## src/rtl/rast_pkg.sv

```systemverilog
// Shared rasterizer types: iterator state, subsample decode, box indices.
// Used by smpl_iter (optional dual-lane build: SMPL_ITER_MULTI_EN).
package rast_pkg;

  typedef enum logic {
    WAIT_STATE = 1'b0,
    TEST_STATE = 1'b1
  } smpl_iter_state_t;

  localparam int LL = 0;
  localparam int UR = 1;
  localparam int X  = 0;
  localparam int Y  = 1;

  // Anything that is not a clean one-hot rate falls back to 1 spp.
  function automatic logic [1:0] ss_w_lg2_f(input logic [3:0] ss);
    logic [1:0] r;
    case (ss)
      4'b1000: r = 2'd0;
      4'b0100: r = 2'd1;
      4'b0010: r = 2'd2;
      4'b0001: r = 2'd3;
      default: r = 2'd0;
    endcase
    return r;
  endfunction

endpackage

```

## src/rtl/smpl_iter_next.sv

```systemverilog
// Next lane-A sample in raster order, plus last-sample detect for it.
// MULT is the number of grid steps lane A moves per cycle (1 or 2).
module smpl_iter_next #(
  parameter int SIGFIG = 24,
  parameter int MULT   = 1
) (
  input  logic signed [SIGFIG-1:0] cur_x,
  input  logic signed [SIGFIG-1:0] cur_y,
  input  logic signed [SIGFIG-1:0] step,
  input  logic signed [SIGFIG-1:0] ll_x,
  input  logic signed [SIGFIG-1:0] ur_x,
  input  logic signed [SIGFIG-1:0] ur_y,
  output logic signed [SIGFIG-1:0] nxt_x,
  output logic signed [SIGFIG-1:0] nxt_y,
  output logic                     nxt_last
);

  localparam int SH = (MULT == 2) ? 1 : 0;

  logic signed [SIGFIG-1:0] step_m;
  logic signed [SIGFIG-1:0] cur_adv;
  logic signed [SIGFIG-1:0] nxt_adv;
  logic                     wrap;

  assign step_m  = step <<< SH;
  assign cur_adv = cur_x + step_m;
  assign wrap    = cur_adv > ur_x;
  assign nxt_x   = wrap ? ll_x : cur_adv;
  assign nxt_y   = wrap ? cur_y + step : cur_y;
  assign nxt_adv = nxt_x + step_m;

  // Last when on the top row and no further lane-A step fits.
  assign nxt_last = (nxt_y == ur_y) && (nxt_adv > ur_x);

endmodule

```

## src/rtl/smpl_iter.sv

```systemverilog
// Sample iterator: walks a triangle's bbox grid in raster order.
// Define SMPL_ITER_MULTI_EN for two samples per cycle (lane B).
module smpl_iter
  import rast_pkg::*;
#(
  parameter int SIGFIG = 24,
  parameter int RADIX  = 10,
  parameter int VERTS  = 3,
  parameter int AXIS   = 3,
  parameter int COLORS = 3
) (
  input  logic clk,
  input  logic rst,
  input  logic signed [VERTS-1:0][AXIS-1:0][SIGFIG-1:0] tri_R13S,
  input  logic [COLORS-1:0][SIGFIG-1:0] color_R13U,
  input  logic signed [1:0][1:0][SIGFIG-1:0] box_R13S,
  input  logic validTri_R13H,
  input  logic [3:0] subSample_RnnnnU,
  output logic halt_RnnnnL,
  output logic signed [VERTS-1:0][AXIS-1:0][SIGFIG-1:0] tri_R16S,
  output logic [COLORS-1:0][SIGFIG-1:0] color_R16U,
  output logic signed [1:0][SIGFIG-1:0] sample_R16S,
  output logic validSamp_R16H,
  output logic signed [1:0][SIGFIG-1:0] sample_R16S_B,
  output logic validSamp_R16H_B
);

`ifdef SMPL_ITER_MULTI_EN
  localparam int MULT = 2;
`else
  localparam int MULT = 1;
`endif
  localparam int SH = (MULT == 2) ? 1 : 0;

  typedef logic signed [SIGFIG-1:0] coord_t;

  smpl_iter_state_t state_q, state_d;
  logic halt_q, halt_d;
  logic vld_q, vld_d;
  logic signed [1:0][SIGFIG-1:0] samp_q, samp_d;
  logic signed [VERTS-1:0][AXIS-1:0][SIGFIG-1:0] tri_q, tri_d;
  logic [COLORS-1:0][SIGFIG-1:0] color_q, color_d;
  coord_t llx_q, llx_d;
  coord_t urx_q, urx_d;
  coord_t ury_q, ury_d;
  coord_t step_q, step_d;

  coord_t in_llx, in_lly, in_urx, in_ury;
  coord_t step_in;
  coord_t nxt_x, nxt_y;
  logic   nxt_last;
  logic   acc_last;

  assign in_llx = box_R13S[LL][X];
  assign in_lly = box_R13S[LL][Y];
  assign in_urx = box_R13S[UR][X];
  assign in_ury = box_R13S[UR][Y];

  assign step_in = {{(SIGFIG-1){1'b0}}, 1'b1}
                   << (RADIX - int'(ss_w_lg2_f(subSample_RnnnnU)));

  // Box whose very first emission is already the final one.
  assign acc_last = (in_lly == in_ury)
                 && ((in_llx + (step_in <<< SH)) > in_urx);

  smpl_iter_next #(
    .SIGFIG (SIGFIG),
    .MULT   (MULT)
  ) u_next (
    .cur_x    (coord_t'(samp_q[X])),
    .cur_y    (coord_t'(samp_q[Y])),
    .step     (step_q),
    .ll_x     (llx_q),
    .ur_x     (urx_q),
    .ur_y     (ury_q),
    .nxt_x    (nxt_x),
    .nxt_y    (nxt_y),
    .nxt_last (nxt_last)
  );

`ifdef SMPL_ITER_MULTI_EN
  logic vldb_q, vldb_d;
  logic signed [1:0][SIGFIG-1:0] sampb_q, sampb_d;
  coord_t bx_acc, bx_run;

  assign bx_acc = in_llx + step_in;
  assign bx_run = nxt_x + step_q;
`endif

  always_comb begin
    state_d = state_q;
    halt_d  = halt_q;
    vld_d   = 1'b0;
    samp_d  = samp_q;
    tri_d   = tri_q;
    color_d = color_q;
    llx_d   = llx_q;
    urx_d   = urx_q;
    ury_d   = ury_q;
    step_d  = step_q;
`ifdef SMPL_ITER_MULTI_EN
    vldb_d  = 1'b0;
    sampb_d = sampb_q;
`endif
    unique case (state_q)
      WAIT_STATE: begin
        if (validTri_R13H) begin
          tri_d     = tri_R13S;
          color_d   = color_R13U;
          llx_d     = in_llx;
          urx_d     = in_urx;
          ury_d     = in_ury;
          step_d    = step_in;
          samp_d[X] = in_llx;
          samp_d[Y] = in_lly;
          vld_d     = 1'b1;
          state_d   = acc_last ? WAIT_STATE : TEST_STATE;
          halt_d    = acc_last;
`ifdef SMPL_ITER_MULTI_EN
          sampb_d[X] = bx_acc;
          sampb_d[Y] = in_lly;
          vldb_d     = bx_acc <= in_urx;
`endif
        end
      end
      TEST_STATE: begin
        samp_d[X] = nxt_x;
        samp_d[Y] = nxt_y;
        vld_d     = 1'b1;
        if (nxt_last) begin
          state_d = WAIT_STATE;
          halt_d  = 1'b1;
        end
`ifdef SMPL_ITER_MULTI_EN
        sampb_d[X] = bx_run;
        sampb_d[Y] = nxt_y;
        vldb_d     = bx_run <= urx_q;
`endif
      end
      default: begin
        state_d = WAIT_STATE;
        halt_d  = 1'b1;
      end
    endcase
  end

  always_ff @(posedge clk) begin
    if (rst) begin
      state_q <= WAIT_STATE;
      halt_q  <= 1'b1;
      vld_q   <= 1'b0;
      samp_q  <= '0;
      tri_q   <= '0;
      color_q <= '0;
      llx_q   <= '0;
      urx_q   <= '0;
      ury_q   <= '0;
      step_q  <= '0;
`ifdef SMPL_ITER_MULTI_EN
      vldb_q  <= 1'b0;
      sampb_q <= '0;
`endif
    end else begin
      state_q <= state_d;
      halt_q  <= halt_d;
      vld_q   <= vld_d;
      samp_q  <= samp_d;
      tri_q   <= tri_d;
      color_q <= color_d;
      llx_q   <= llx_d;
      urx_q   <= urx_d;
      ury_q   <= ury_d;
      step_q  <= step_d;
`ifdef SMPL_ITER_MULTI_EN
      vldb_q  <= vldb_d;
      sampb_q <= sampb_d;
`endif
    end
  end

  assign halt_RnnnnL    = halt_q;
  assign validSamp_R16H = vld_q;
  assign sample_R16S    = samp_q;
  assign tri_R16S       = tri_q;
  assign color_R16U     = color_q;

`ifdef SMPL_ITER_MULTI_EN
  assign sample_R16S_B    = sampb_q;
  assign validSamp_R16H_B = vldb_q;
`else
  assign sample_R16S_B    = '0;
  assign validSamp_R16H_B = 1'b0;
`endif

endmodule

```

## config.mk

```make
export PLATFORM = sky130hd
export DESIGN_NAME = smpl_iter
export DESIGN_NICKNAME = d
export VERILOG_FILES = /design/src/rtl/rast_pkg.sv /design/src/rtl/smpl_iter_next.sv /design/src/rtl/smpl_iter.sv
export SDC_FILE = /design/constraint.sdc
export NUM_CORES = 1
export LEC_CHECK = 0
export ABC_AREA = 1
export BUFFER_PORTS_ARGS = -buffer_cell sky130_fd_sc_hd__buf_4
export CAP_MARGIN = 10
export CORE_AREA = 2 2 303 305
export CTS_BUF_LIST = sky130_fd_sc_hd__clkbuf_8 sky130_fd_sc_hd__clkbuf_16
export CTS_CLUSTER_SIZE = 12
export DETAILED_ROUTE_END_ITERATION = 8
export DIE_AREA = 0 0 305 307
export REMOVE_ABC_BUFFERS = 1
export SLEW_MARGIN = 20
export SYNTH_ARGS = -nofsm -noshare
export SYNTH_HDL_FRONTEND = slang
export SYNTH_HIERARCHICAL = 1
export SYNTH_SLANG_ARGS = --single-unit
```

## constraint.sdc

```tcl
create_clock -name clk -period 6.7 [get_ports clk]
set_input_delay 0.67 -clock clk [delete_from_list [all_inputs] [get_ports clk]]
set_output_delay 0.67 -clock clk [all_outputs]
set_load 0.05 [all_outputs]
```

After elaboration in Yosys (flattened, before gate mapping)
Index checks and enable logic that the tools add are counted.
Storage, ports and cells
  word-level logic and storage cells: 56
  bits in registers: 435
  bits of input ports: 391
  output and inout port bits: 387
Operators by class
  shift-type cells: 1
  reductions and logical operators: 4
  $add $sub $neg: 5
  mux-type cells: 14
  bitwise operators: 1
  eq/ne operators: 7
  magnitude comparators: 3
Operators with widths (count)
  adder 24 bit: 4
  case mux 48 bit (2 select lines): 1
  greater-than comparator 24 bit: 3
  == test 24 bit: 2
  2-to-1 mux 24 bit: 2
  2-to-1 mux 48 bit: 1
  << shifter 1 x 32 -> 24 bit, first input constant: 1
  2-to-1 mux 1 bit: 6
  case mux 1 bit (2 select lines): 3
  case mux 2 bit (3 select lines): 1
  subtractor 4 x 2 -> 5 bit, first input constant: 1
  == test 4 x 1 -> 1 bit, second input constant: 1
  == test 4 x 2 -> 1 bit, second input constant: 1
  == test 4 x 3 -> 1 bit, second input constant: 1
  AND reduction 2 bit: 2
  logical AND 1 bit: 2
  != test 2 x 1 -> 1 bit, second input constant: 1
  != test 2 bit, second input constant: 1
  inverter 1 bit: 1

Logic depth before layout (Yosys ltp)
  word-level depth: 10
  gate-level depth with buffers: 56
  mapped depth without buffers: 54

Hierarchy
Netlist, hierarchy kept.
By module, submodules not included
  smpl_iter: cells an instance 2313, sequential area each 8488.1 sq um, times used 1, area an instance 17148.9 sq um
  smpl_iter_next: cells an instance 1082, sequential area each 0.0 sq um, times used 1, area an instance 6115.9 sq um

Least setup slack after synthesis
No wires, ideal clock.
  kind: reg-to-reg
  start point: register samp_q (netlist bit sample_R16S[0])
  end point: register halt_q (netlist: halt_RnnnnL)
  library setup time: 0.112 ns
  clock period less this slack: 7.603 ns
  slack: -0.903 ns
  path buffers: 3
  stages on the path, launching flop included: 56
  data required time: 6.588 ns
  arrival time: 7.491 ns
  cells stage by stage: dfxtp_1 > ha_1 > inv_1 > fa_1 > o21ai_1 > nand2_1 > o211ai_1 > a31oi_1 > o21bai_1 > nand3b_1 > nand2_1 > xor2_1 > ha_1 > nand2_1 > o21bai_1 > nand2_1 > nor2_1 > nand3_1 > (+20 left out) > nand2_1 > inv_1 > o21ai_0 > nand2_1 > a41oi_1 > nand3_1 > nand2_1 > nand2_1 > nand3b_1 > nor3_2 > nand3_1 > nor2_1 > or2_2 > nand2_1 > nand2_1 > nand2_1 > inv_1 > nand2_1
Between the ends
  longest elaborated chain between the ends: 8
  elaborated cells on any way between the ends: 10
  classes of those cells: add/sub (2); order compare (2); eq/ne (2); mux (2); reduce/logical (2)
RTL lines
  from (decl): RTL line smpl_iter.sv:40  | logic signed [1:0][SIGFIG-1:0] samp_q, samp_d;
  from (signal assigned): RTL line smpl_iter.sv:167  | samp_q <= samp_d;
  adder 24 bit *: RTL line smpl_iter_next.sv:26  | assign cur_adv = cur_x + step_m;
  greater-than comparator 24 bit: RTL line smpl_iter_next.sv:27  | assign wrap = cur_adv > ur_x;
  2-to-1 mux 24 bit *: RTL line smpl_iter_next.sv:28  | assign nxt_x = wrap ? ll_x : cur_adv;
  via nxt_x[0]: RTL line smpl_iter.sv:50  | coord_t nxt_x, nxt_y;
  adder 24 bit *: RTL line smpl_iter_next.sv:30  | assign nxt_adv = nxt_x + step_m;
  greater-than comparator 24 bit *: RTL line smpl_iter_next.sv:33  | assign nxt_last = (nxt_y == ur_y) && (nxt_adv > ur_x);
  logical AND 1 bit *: RTL line smpl_iter_next.sv:33
  via nxt_last: RTL line smpl_iter.sv:51  | logic nxt_last;
  != test 2 x 1 -> 1 bit (no source line) *
  AND reduction 2 bit (no source line) *
  to (signal assigned): RTL line smpl_iter.sv:165  | halt_q <= halt_d;
  to (decl): RTL line smpl_iter.sv:38  | logic halt_q, halt_d;
Mark *: on every way through the listed nets, which the timed path passes. The rest lies on a longest branch.
A chain may end at the register's enable or synchronous reset.

Worst setup path after layout
Same ends and word-level chain as after synthesis.

==> results.md <==
- Combinational logic burns 40.5% of the power.
- The number of maximum-capacitance constraint violations is 0.
- For this run, design rule violations remaining after detail routing come to 0.
- The number of buffers on the longest clock path is 3.
- In this run the tightest slew margin relative to its limit is 11.1%.
- After clock tree synthesis, the clock-pin slew on the worst setup and hold paths is 60 ps.
- The number of global-route vias before repair is 24100.
- The final reports fail on negative setup slack.
- The data required time of the critical path is 7240 ps.
- The most repeated library cell on the critical path is sky130_fd_sc_hd__nand2_1.
- For this block, the via count after detailed routing is 25300.
- The worst slack on hold paths is 248 ps.
- The design internal power is 6.05 mW.
- At the end of routability-driven placement, the weighted congestion stood at 0.912.
- For this run the aggregate overflow at the end of global routing stands at 0.
- The final-report hold violation count is 0.
- In this run the worst hold path is classified as input port to flip-flop.
- The share of layout cells above drive strength 1 is 27.9%.
- The synthesis-stage register bit count is 424.
- Total power for the finished layout comes to 9.91 mW.
- In this run the worst path has a maximum fanout of 6.
- The fraction of the cycle the final worst path needs is 107%.
- The post-route setup TNS is -716 ps.
- The fraction of synthesized cell area in xor and xnor cells is 3.80%.
- The H-tree was split into 2 levels.
- The number of buffers created by CTS is 53.
- The type of the worst setup path is flip-flop to flip-flop.
- Measured along the x axis, the die boundary spans 305 µm.
- Summing the areas of all compound-gate instances in the mapped netlist gives 14.4% of the synthesized area.
- The final net count is 4856.
- The detailed-route wire length is 110000 µm.
- The met2 track utilization from global routing is 39.7%.
- The met1 track demand over resource is 24.2%.
- The average wire length per cell after detail routing is 19.8 µm.
- In this run the core area contains 111 standard-cell rows.
- The fraction of synthesis flops using an asynchronous set or reset pin is 0%.
- The setup slack after layout is -440 ps.
- The post-synthesis area per instance is 6.85 µm².
- The final setup skew is 20.0 ps.
- At the later pin of the worst-skew pair, clock insertion delay measures 640 ps.
- Tracing the worst setup path back leads to its startpoint at sample_R16S[0].
- The final cell count without fillers is 5537.
- The routed design could run at a clock period as short as 7140 ps.
- Summing the areas of all and, or, nand and nor instances in the mapped netlist gives 27.7% of the synthesized area.
- Setup violations remaining at the end of the flow were counted as 2.
- The number of top-level design ports is 778.
- The stage delay of the slowest cell on the critical path is 350 ps.
- Counting tap cells, the placed design contains a total of 5405 instances.
- The switching share of power is 39.0%.
- The clock drives 424 sinks.
- The data arrival time of the critical path is 7680 ps.
- The floorplan die area is 93600 µm².
- The height of the chip is 307 µm.
- Once placement finished, the instance area stood at 31200 µm².
- The slew of the pin with the lowest slew margin is 1330 ps.
- The synthesized netlist occupies a cell area of 23300 µm².
- Measured against the total synthesized area, the mux share comes to 0%.
- The number of design-rule violations left by the first detailed-router iteration is 1487.
- The share of total power dissipated in the clock network is 30.6%.
- Summed over all cells, the static leakage comes to 17.3 nW.
- The max-slew violation total from the final report is 0.
- Hold repair after CTS inserted 0 buffers.
- The initial antenna violation count came to 19.
- The number of synthesis warnings is 6.
- The detailed-route vias per instance is 4.57.
- The core outline area is 90700 µm².
- The number of buffers added on ports is 728.
- The pre-CTS setup slack is -880 ps.
- The first global-routing pass estimated 156000 µm of wire.
- Yosys mapped the design onto 54 distinct sky130hd cell types.
- The worst vdd rail ir drop is 0.231 mV.
- The area growth from synthesis to layout is 46.4%.
- For this design the ratio of total power to cell area is 291 nW/µm².
- The kind of launch point of the worst setup path is a flip-flop.
- Setup repair after global routing could not meet its margin everywhere.
- The main combinational cell family by area after synthesis is simple AND/OR/NAND/NOR gates.
- The run finished, with violations left.
- The detailed placement HPWL is 85000 µm.
- The sequential cell fraction of total power is 29.0%.
- The launching point of the worst reg2reg path is sample_R16S[0].
- In this run the most critical hold path is launched from tri_R13S[199].
- The CTS tree is yes.
- In the layout the commonest cells are sky130_fd_sc_hd__buf_4 (958), sky130_fd_sc_hd__nor2_1 (748), sky130_fd_sc_hd__nand2_1 (610), sky130_fd_sc_hd__dfxtp_1 (419), sky130_fd_sc_hd__o21ai_0 (376).
- The cell area after layout is 34100 µm².
- Summing the areas of all fa, ha and maj instances in the mapped netlist gives 8.79% of the synthesized area.
- Summing the sequential cell areas from Yosys gives 36.5% of the chip area.
- The power spent charging and discharging nets is 3.87 mW.
- Entering global routing, the biggest net connects 240 pins.
- met2 is the most crowded layer.
- The pre-antenna-repair detailed-routing pass consisted of 5 iterations.
- The remaining antenna violation count is 0.
- The post-synthesis instance total is 3395.
- The type of destination of the critical path is a flip-flop.
- The most used flip-flop cell after synthesis is sky130_fd_sc_hd__dfxtp_1.
- The effective utilization at floorplan is 25.7%.
- The leading cell type in the layout, fill and taps excluded is sky130_fd_sc_hd__buf_4.
- The slowest library cell on the worst path is sky130_fd_sc_hd__dfxtp_2.
- In this run, synthesis inferred 0 flip-flops with an integrated enable.
- The maximum clock rate is 0.140 GHz.
- The buffer cell driving the clock tree root is sky130_fd_sc_hd__clkbuf_16.
- In the global route stage, met3 resource usage came out at 6.24%.
- The global-route usage over all layers is 22.2%.
- Measured on the finished design, the core utilization comes to 37.5%.
worst paths after layout:
check	to	cells after the start	slack [ps]
setup reg to reg	halt_RnnnnL	51	-440
hold reg to reg	llx_q[12]	2	460
hold / removal	tri_R16S[199]	3	250
setup / recovery	halt_RnnnnL	51	-440
cells in the mapped netlist (all sizes together), types with 12 or more instances:
master	number	area share (%)
o21bai	12	0.45
clkbuf	98	1.6
o21ai	398	8.6
nor3	22	0.54
a22oi	13	0.42
nor2	761	12
nand3b	20	0.65
inv	271	4.4
dfxtp	424	36
xnor2	29	1.1
ha	157	8.4
nand3	115	2.5
nand4	28	0.78
nand2	654	11
a21oi	161	3.5
xor2	72	2.7
buf	105	2.9
cell families (layout without fill, tap and decap cells):
kind of cell | Yosys count | after routing
AND/OR/NAND/NOR | 1607 | 1607
AO/OA/AOI/OAI | 627 | 627
buffers and inverters | 474 | 1340
flip-flops | 424 | 424
adder cells (fa/ha/maj) | 161 | 161
XOR/XNOR | 101 | 101
other | 1 | 91
cell type report:
type	instances	area, µm²
Timing Repair inverter	1	8.76
Timing Repair Buffer	971	7430
Clock inverter	31	313
Fill cell	9659	56600
Multi-Input combinational cell	2582	13800
Clock buffer	66	1510
Tap cell	1186	1480
Antenna cell	5	12.5
Sequential cell	424	8490
Inverter	271	1040
power groups by stage:
stage	clock network (mW)	registers, mW	logic (mW)
2_1_floorplan	0	3.52	1.55
3_3_place_gp	0	2.92	3.58
3_5_place_dp	0	2.92	3.60
4_1_cts	3.10	2.87	3.80
5_1_grt	3.20	2.90	4.35
6_report	3.03	2.87	4.01
metal layers:
layer,up-vias,part of all wire (%)
met5,-,0.17
met4,26,5.0
met3,204,7.4
met2,799,50
met1,11600,37
li1,12700,-
sequential cells by signal, indices dropped and copies added, names as in the netlist:
register        count
color_R16U         72
halt_RnnnnL         1
llx_q              24
sample_R16S        48
state_q             1
step_q             13
tri_R16S          216
urx_q              24
ury_q              24
validSamp_R16H      1
worst max-delay path, delay by kind of cell, from the launching register on:
family / cells / cell delay [ps]
AND/OR/NAND/NOR: 30 / 2930
AO/OA/AOI/OAI: 7 / 1390
adder cells (fa/ha/maj): 5 / 1370
buffers and inverters: 7 / 670
flip-flops: 1 / 350
XOR/XNOR: 2 / 340
what timing repair did:
| item | CTS | global route |
|---|---|---|
| endpoints found under the setup margin | 2 | 2 |
| setup buffers | 17 | 13 |
| cloned | 1 | 2 |
| pin swaps | 35 | 59 |
| gates resized for setup | 70 | 93 |
Note: power is estimated with default switching activity, not from simulation.
